$ cat config.mk
export PLATFORM = sky130hd
export DESIGN_NAME = i2c_cmd_master
export DESIGN_NICKNAME = d
export VERILOG_FILES = /design/src/rtl/i2c_cmd_master.sv
export SDC_FILE = /design/constraint.sdc
export NUM_CORES = 1
export LEC_CHECK = 0
export BUFFER_PORTS_ARGS = -buffer_cell sky130_fd_sc_hd__buf_4
export CAP_MARGIN = 10
export CORE_MARGIN = 10
export CORE_UTILIZATION = 45
export DETAILED_ROUTE_END_ITERATION = 8
export PLACE_DENSITY = 0.66
export SETUP_SLACK_MARGIN = 0.1
export SKIP_CTS_REPAIR_TIMING = 1
export SYNTH_ARGS = -nofsm -noshare
export SYNTH_HDL_FRONTEND = slang
export SYNTH_SLANG_ARGS = --single-unit
$ cat constraint.sdc
create_clock -name sysclk -period 2.55 [get_ports sysclk]
set_input_delay 0.255 -clock sysclk [delete_from_list [all_inputs] [get_ports sysclk]]
set_output_delay 0.255 -clock sysclk [all_outputs]
set_load 0.1 [all_outputs]
$ cat src/rtl/i2c_cmd_master.sv
// Single-master I2C command writer: START, {SLAVE_ADDR,W}, opcode, optional argument, STOP.
// SCL is built from CLK_DIV-cycle quarters; slave clock stretching is honoured in the SCL high phase.
module i2c_cmd_master #(
  parameter int unsigned CLK_DIV    = 120,
  parameter logic [6:0]  SLAVE_ADDR = 7'h41
) (
  input  logic       sysclk,
  input  logic       rst,
  input  logic       cmd_valid,
  output logic       cmd_ready,
  input  logic [7:0] cmd_byte,
  input  logic [7:0] cmd_arg,
  input  logic       cmd_has_arg,
  input  logic       scl_in,
  input  logic       sda_in,
  output logic       scl_oe,
  output logic       sda_oe,
  output logic       busy,
  output logic       done,
  output logic       nack
);

  localparam int unsigned CW = (CLK_DIV > 1) ? $clog2(CLK_DIV) : 1;

  typedef enum logic [3:0] {
    IDLE, BUS_WAIT, START, ADDR, ACK_A, DATA0, ACK0, DATA1, ACK1, STOP
  } state_t;

  state_t        state, next;
  logic [CW-1:0] qcnt;
  logic [1:0]    q;
  logic [2:0]    bit_cnt;
  logic [7:0]    cmd_q, arg_q;
  logic          has_arg_q;
  logic          nack_flag;
  logic          sda_drive;
  logic          is_byte, is_ack, stall, tick, last_q, handshake, finishing;
  logic [7:0]    cur_byte;

  assign handshake = cmd_valid && cmd_ready;
  assign is_byte   = (state == ADDR) || (state == DATA0) || (state == DATA1);
  assign is_ack    = (state == ACK_A) || (state == ACK0) || (state == ACK1);
  assign stall     = (is_byte || is_ack) && ((q == 2'd1) || (q == 2'd2)) && !scl_in;
  assign tick      = (state != IDLE) && (state != BUS_WAIT) && !stall
                     && (qcnt == CW'(CLK_DIV - 1));
  assign last_q    = ((state == START) && (q == 2'd1)) ||
                     ((state == STOP)  && (q == 2'd2)) ||
                     ((is_byte || is_ack) && (q == 2'd3));
  assign finishing = (state == STOP) && (next == IDLE);

  always_ff @(posedge sysclk or posedge rst) begin
    if (rst) state <= IDLE;
    else     state <= next;
  end

  always_comb begin
    next = state;
    unique case (state)
      IDLE:     if (handshake) next = BUS_WAIT;
      BUS_WAIT: if (scl_in && sda_in) next = START;
      START:    if (tick && last_q) next = ADDR;
      ADDR:     if (tick && last_q && bit_cnt == 3'd0) next = ACK_A;
      ACK_A:    if (tick && last_q) next = DATA0;
      DATA0:    if (tick && last_q && bit_cnt == 3'd0) next = ACK0;
      ACK0:     if (tick && last_q) next = has_arg_q ? DATA1 : STOP;
      DATA1:    if (tick && last_q && bit_cnt == 3'd0) next = ACK1;
      ACK1:     if (tick && last_q) next = STOP;
      STOP:     if (tick && last_q) next = IDLE;
      default:  next = IDLE;
    endcase
  end

  always_ff @(posedge sysclk or posedge rst) begin
    if (rst) begin
      qcnt      <= '0;
      q         <= '0;
      bit_cnt   <= '0;
      cmd_q     <= '0;
      arg_q     <= '0;
      has_arg_q <= 1'b0;
      nack_flag <= 1'b0;
      sda_oe    <= 1'b0;
      done      <= 1'b0;
      nack      <= 1'b0;
    end else begin
      if (handshake) begin
        cmd_q     <= cmd_byte;
        arg_q     <= cmd_arg;
        has_arg_q <= cmd_has_arg;
      end
      if ((state == IDLE) || (state == BUS_WAIT)) qcnt <= '0;
      else if (!stall) qcnt <= tick ? '0 : qcnt + CW'(1);
      if (next != state) q <= '0;
      else if (tick)     q <= q + 2'd1;
      if ((next == ADDR || next == DATA0 || next == DATA1) && next != state)
        bit_cnt <= 3'd7;
      else if (is_byte && tick && last_q && bit_cnt != 3'd0)
        bit_cnt <= bit_cnt - 3'd1;
      if (finishing) nack_flag <= 1'b0;
      else if (is_ack && tick && q == 2'd2 && sda_in) nack_flag <= 1'b1;
      // SDA follows the phase decode one cycle late so it never moves on the same edge as SCL.
      sda_oe <= sda_drive;
      done   <= finishing;
      nack   <= finishing && nack_flag;
    end
  end

  always_comb begin
    cur_byte  = '0;
    scl_oe    = 1'b0;
    sda_drive = 1'b0;
    busy      = (state != IDLE);
    cmd_ready = (state == IDLE);
    unique case (state)
      ADDR:  cur_byte = {SLAVE_ADDR, 1'b0};
      DATA0: cur_byte = cmd_q;
      DATA1: cur_byte = arg_q;
      default: cur_byte = '0;
    endcase
    if (state == START) begin
      sda_drive = (q == 2'd1);
    end else if (is_byte) begin
      scl_oe    = (q == 2'd0);
      sda_drive = ~cur_byte[bit_cnt];
    end else if (is_ack) begin
      scl_oe    = (q == 2'd0);
    end else if (state == STOP) begin
      scl_oe    = (q == 2'd0);
      sda_drive = (q != 2'd2);
    end
  end

endmodule

Word level (Yosys, flattened, before mapping)
Cells that the tools add are included.
- register bits after elaboration: 37
- output and inout port bits: 6
- logic and storage cells: 111
- input bits: 22
- equality and inequality tests: 20
- multiplexer cells: 32
- reduce and logical (&&, ||, !) cells: 43
- order comparisons: 1
- bitwise gates (word level): 1
- add/sub/neg operators: 3
- operators by type and width (operator ; number):
    $mux 4 ; 11
    $pmux 4 s10 ; 1
    $eq 4x3->1 const B ; 6
    $pmux 8 s3 ; 1
    $logic_and 1x1->1 ; 21
    $mux 7 ; 3
    $eq 4x2->1 const B ; 3
    $logic_or 1x1->1 ; 11
    $mux 1 ; 11
    $eq 4x4->1 const B ; 2
    $logic_not 4->1 ; 2
    $add 7x1->7 const B ; 1
    $eq 7x7->1 const B ; 1
    $mux 3 ; 2
    $reduce_bool 2->1 ; 3
    $eq 2x2->1 const B ; 2
    $eq 4x1->1 const B ; 1
    $lt 3x4->1 const B ; 1
    $mux 2 ; 2
    $ne 4x1->1 const B ; 1
    $ne 4x4->1 ; 1
    $reduce_bool 4->1 ; 1
    $bmux 1 s3 ; 1
    $logic_not 3->1 ; 1
    9 further kinds ; 10

Longest topological paths before layout
- depth after elaboration: 18
- mapped depth: 9
- depth with buffers taken out: 9

Worst setup path after synthesis
OpenSTA, ideal clock, no wires.
- path kind: register to register
- from: register state[2]
- to: register arg_q[0]
- clock period less this slack: 2.986 ns
- data arrival time: 2.859 ns
- library setup time: 0.128 ns
- data required time: 2.422 ns
- setup slack: -0.436 ns
- path buffers: 3
- cell stages (with the launch flop): 9
- path through: dfrtp_1 -> buf_6 -> or2_1 -> buf_6 -> or3_1 -> inv_2 -> nand2_2 -> buf_2 -> mux2_1
- word-level cells in the longest chain between the ends: 2
- RTL lines (what ; RTL line ; text):
    start, declared ; 29 ; state_t state, next;
    start signal, assigned ; 53 ; else state <= next;
    $logic_not 4->1 ; 113 ; cmd_ready = (state == IDLE);
    named net cmd_ready ; 10 ; output logic cmd_ready,
    $logic_and 1x1->1 ; 40 ; assign handshake = cmd_valid && cmd_ready;
    end signal, assigned ; 88 ; arg_q <= cmd_arg;
    end, declared ; 33 ; logic [7:0] cmd_q, arg_q;
The timed path passes the listed nets, and every way through them passes these cells.
A chain may end at the register's enable or synchronous reset.

Final worst setup path
- from: register q[1]
- to: register bit_cnt[1]
- word-level cells in the longest chain between the ends: 16
- elaborated cells between the ends (all ways): 37
- those cells by class: 7 x eq/ne; 10 x mux; 20 x reduce/logical
- RTL lines (what ; RTL line ; text):
    start, declared ; 31 ; logic [1:0] q;
    start signal, assigned ; 94 ; else if (tick) q <= q + 2'd1;
    $eq 2x1->1 / $eq 2x2->1 (equally long branches) ; 43, 46, 47 ;
    $logic_or 1x1->1 ; 43 ; assign stall = (is_byte || is_ack) && ((q == 2'd1) || (q == 2'd2)) && !scl_in;
    $logic_and 1x1->1 (2 in a row) ; 43 ;
    $logic_not 1->1 ; n/a ;
    $logic_and 1x1->1 ; 44 ; assign tick = (state != IDLE) && (state != BUS_WAIT) && !stall
    $logic_and 1x1->1 ; 45 ; && (qcnt == CW'(CLK_DIV - 1));
    $logic_and 1x1->1 * ; n/a ;
    $logic_and 1x1->1 ; 62, 64, 66 ;
    $mux 4, on equally long branches ; 66, 62, 64 ;
    $pmux 4 s10 * ; 58 ; unique case (state)
    named net next[2] ; 29 ;
    $eq 4x2->1 / $eq 4x3->1 (equally long branches) ; 95 ; if ((next == ADDR || next == DATA0 || next == DATA1) && next != state)
    $logic_or 1x1->1 (2 in a row) ; 95 ;
    $logic_and 1x1->1 * ; 95 ;
    $mux 3 / $reduce_bool 2->1 (equally long branches) ; n/a ;
    end signal, assigned ; 98 ; bit_cnt <= bit_cnt - 3'd1;
    end, declared ; 32 ; logic [2:0] bit_cnt;
The timed path passes the listed nets; every way through them passes the cells marked *.

==> metrics.log <==
INFO  metric status = completed
INFO  metric ys_async_sr_fraction = 1.00
INFO  metric maxClockFrequency = 412 MHz
INFO  metric total_area_of_multi_input_combinational_cells = 1250 µm²
INFO  metric cts_sinks = 37
INFO  metric synth-seq-area-share = 0.411
INFO  metric cell_chain_critical_path = inv_2, ha_4, or3b_4, a21oi_4, a211oi_4, a2111o_1, a31oi_2, o211ai_2, o211ai_1
INFO  metric antenna_found_initial = 0
INFO  metric r2r-end = bit_cnt[1]
INFO  metric viasPerCell = about 5.4
INFO  metric tritoncts_clock_tree = yes
INFO  metric n_antenna_cell = 0
INFO  metric count_of_distinct_cell_types_in_the_synthesized_netlist = 56
INFO  metric hold_ws = 70.5 ps
INFO  metric yosys.area.top_type = sky130_fd_sc_hd__dfrtp_1
INFO  metric post-synth-top-area-fraction = 0.411
INFO  metric synth_flop_cell = sky130_fd_sc_hd__dfrtp_1
INFO  metric fp.dieArea = 8240 µm²
INFO  metric finish.net_count = between 200 and 300
INFO  metric clockRootBuffer = sky130_fd_sc_hd__clkbuf_8
INFO  metric critical_path.max_stage_delay = roughly 420 ps
INFO  metric floorplan.io_pins = 28
INFO  metric max-cap-violations = 0
INFO  metric starting_density = 0.471
INFO  metric worst_r2r_path_depth = 9
INFO  metric worst_setup_slack_after_placement = 41.3 ps
INFO  metric gpl.final_weighted_congestion = roughly 0.9
INFO  metric worst-slew-pin-transition = about 490 ps
INFO  metric final-max-slew-violation-count = 0
INFO  metric synth_top_cells_by_area = sky130_fd_sc_hd__dfrtp_1 (41%), sky130_fd_sc_hd__mux2_2 (5.0%), sky130_fd_sc_hd__nand2_1 (4.5%)
INFO  metric tritonroute_pass_1_iters = 4
INFO  metric nFillCells = 392
INFO  metric min_period = 2430 ps
INFO  metric grt_use_total = 0.115
INFO  metric global_route.overflow_total = 0
INFO  metric worst-path-buf-inv = 1
INFO  metric clk_transition_reported_paths = roughly 80 ps
INFO  metric layout-drive-gt1-share = 0.306
INFO  metric worstPathMaxFanout = 8
INFO  metric cts_inserted_buffers = 5
INFO  metric insertion_delay = 280 ps
INFO  metric p_per_area = 951 nW/µm²
INFO  metric first_global_vias = 1692
INFO  metric setup_viol_count_final = 0
INFO  metric cts_max_level = 2
INFO  metric synth_cells = 221
INFO  metric dieWidth = around 91 µm
INFO  metric crit_path_top_delay_cell = sky130_fd_sc_hd__a2111o_1
INFO  metric fin_worst_skew = 6.79 ps
INFO  metric crit_family = compound AO/OA/AOI/OAI gates
INFO  metric count_of_flip_flops_with_a_built_in_enable_after_synthesis = 0
INFO  metric fin_ws = between 100 and 150 ps
INFO  metric fraction_of_the_cycle_the_final_worst_path_needs = 0.952
INFO  metric synth-seq-cells = 37
INFO  metric vias = around 1700
INFO  metric cp-start-kind = flop
INFO  metric timing.setup.tns = 0 ps
INFO  metric ys_warn_count = 0
INFO  metric cp_data_required_time = roughly 2800 ps
INFO  metric regToRegStartpoint = q[1]
INFO  metric worst_ir_drop_vdd = 0.699 mV
INFO  metric final_common_cell = sky130_fd_sc_hd__buf_4
INFO  metric grt_setup_unrepaired = true
INFO  metric synth_area = ~2300 µm²
INFO  metric totalWireLength = 4740 µm
INFO  metric areaGrowthSynthToFinish = 21.3%
INFO  metric fp-row-count = 25
INFO  metric relSlewSlack = 0.674
INFO  metric min_delay_path_class = input port to async pin
INFO  metric detail_route.iter0.violations = about 140
INFO  metric finish.utilization = 0.571
INFO  metric clockBufferDepth = 2
INFO  metric worst-r2r-setup-slack = 120 ps
INFO  metric layout.area.seq = 927 µm²
INFO  metric postSynthNetCount = 250
INFO  metric die_height = 90.8 µm
INFO  metric grt_first_pass_wirelength = 8020 µm
INFO  metric place.detailed.hpwl = 3490 µm
INFO  metric hold_viol_final = 0
INFO  metric io_buffer_count = 27
INFO  metric route.detailed.wl_per_inst = roughly 15 µm
INFO  metric power_leakage = 1.19 nW
INFO  metric endpoint_type_of_the_worst_setup_path = flop
INFO  metric drc = 0
INFO  metric cp.arrival = around 2600 ps
INFO  metric layout.cells.most_common_list = sky130_fd_sc_hd__buf_4 (40), sky130_fd_sc_hd__dfrtp_1 (36), sky130_fd_sc_hd__nand2_1 (27)
INFO  metric setup.worst_path.class = flop to flop
INFO  metric drt.antenna.violating_nets = 0
INFO  metric pin_count_of_the_biggest_net_entering_global_routing = 38
INFO  metric syn_area_per_cell = 10.2 µm²
INFO  metric timing.critical_path.depth = 9
INFO  metric core_area = 4790 µm²
[layout make-up]
type / count / area share
inverter: 9 / 0.0133
clock inverter: 3 / 0.0238
multi-input combinational: 164 / 0.458
timing repair buffer: 40 / 0.110
tap: 67 / 0.0307
clock buffer: 5 / 0.0252
sequential: 37 / 0.339
[worst reg2reg max path, cell delays in order, from the launching register on]
cell,delay (ps)
sky130_fd_sc_hd__dfrtp_1,390
sky130_fd_sc_hd__inv_2,70
sky130_fd_sc_hd__ha_4,270
sky130_fd_sc_hd__or3b_4,380
sky130_fd_sc_hd__a21oi_4,240
sky130_fd_sc_hd__a211oi_4,110
sky130_fd_sc_hd__a2111o_1,420
sky130_fd_sc_hd__a31oi_2,230
sky130_fd_sc_hd__o211ai_2,130
sky130_fd_sc_hd__o211ai_1,110
[per-stage QoR]
stage	std cells	power, W	instance area (µm²)
after CTS	320	0.00260	2670
after detailed placement	312	0.00200	2540
after global placement	312	0.00198	2540
after global routing	325	0.00277	2730
after floorplan	221	0.00178	2260
final	325	0.00260	2730
[metal layers]
layer,vias up,part of all wire,track usage
met3,2,0.054,0.0316
met5,-,0,0
met1,836,0.49,0.154
met2,44,0.45,0.173
li1,859,-,-
met4,0,0.0076,0.0411
[power by group]
part / internal, W / switching (W) / leakage (nW) / total, W
logic: 0.000474 / 0.000600 / 0.660 / 0.00107
registers: 0.000773 / 0.000155 / 0.458 / 0.000928
clock network: 0.000389 / 0.000209 / 0.0681 / 0.000598
[Yosys cell counts (all sizes together), types with 2 or more instances]
master   number
dfrtp        37
nand2b        5
nand3         4
a211oi        2
a2111oi       2
o21ai        13
clkbuf        4
a21oi        10
mux2         18
a31oi         4
and3          2
buf           7
nor3          3
nand2        28
mux4          2
or2           2
ha            7
mux2i         4
inv           9
o22ai         2
nor2b         4
a2bb2oi       2
o21a          2
xnor2         3
nor2         20
o31ai         2
o211ai        3
and2          2
and4          2
or3           3
[logic make-up after synthesis]
| family | synth area share |
|---|---|
| simple gates | 0.178 |
| compound gates | 0.187 |
| flops | 0.411 |
| mux | 0.129 |
| buf+inv | 0.0450 |
| fa+ha+maj | 0.0389 |
| xor+xnor | 0.0117 |
[worst max-delay path by stage]
stage                         from          to
final                         q[1]  bit_cnt[1]
after global routing          q[1]  bit_cnt[1]
after CTS                     q[1]  bit_cnt[1]
after detailed placement      q[1]  bit_cnt[1]
after global placement        q[1]  bit_cnt[1]
after floorplan           state[2]    arg_q[0]
[flip-flops by register name, summed over array words and instances, names as in the netlist]
| name | cells |
|---|---|
| qcnt | 7 |
| done | 1 |
| nack_flag | 1 |
| has_arg_q | 1 |
| nack | 1 |
| cmd_q | 8 |
| q | 2 |
| bit_cnt | 3 |
| sda_oe | 1 |
| state | 4 |
| arg_q | 8 |
Note: power is estimated with default switching activity, not from simulation.
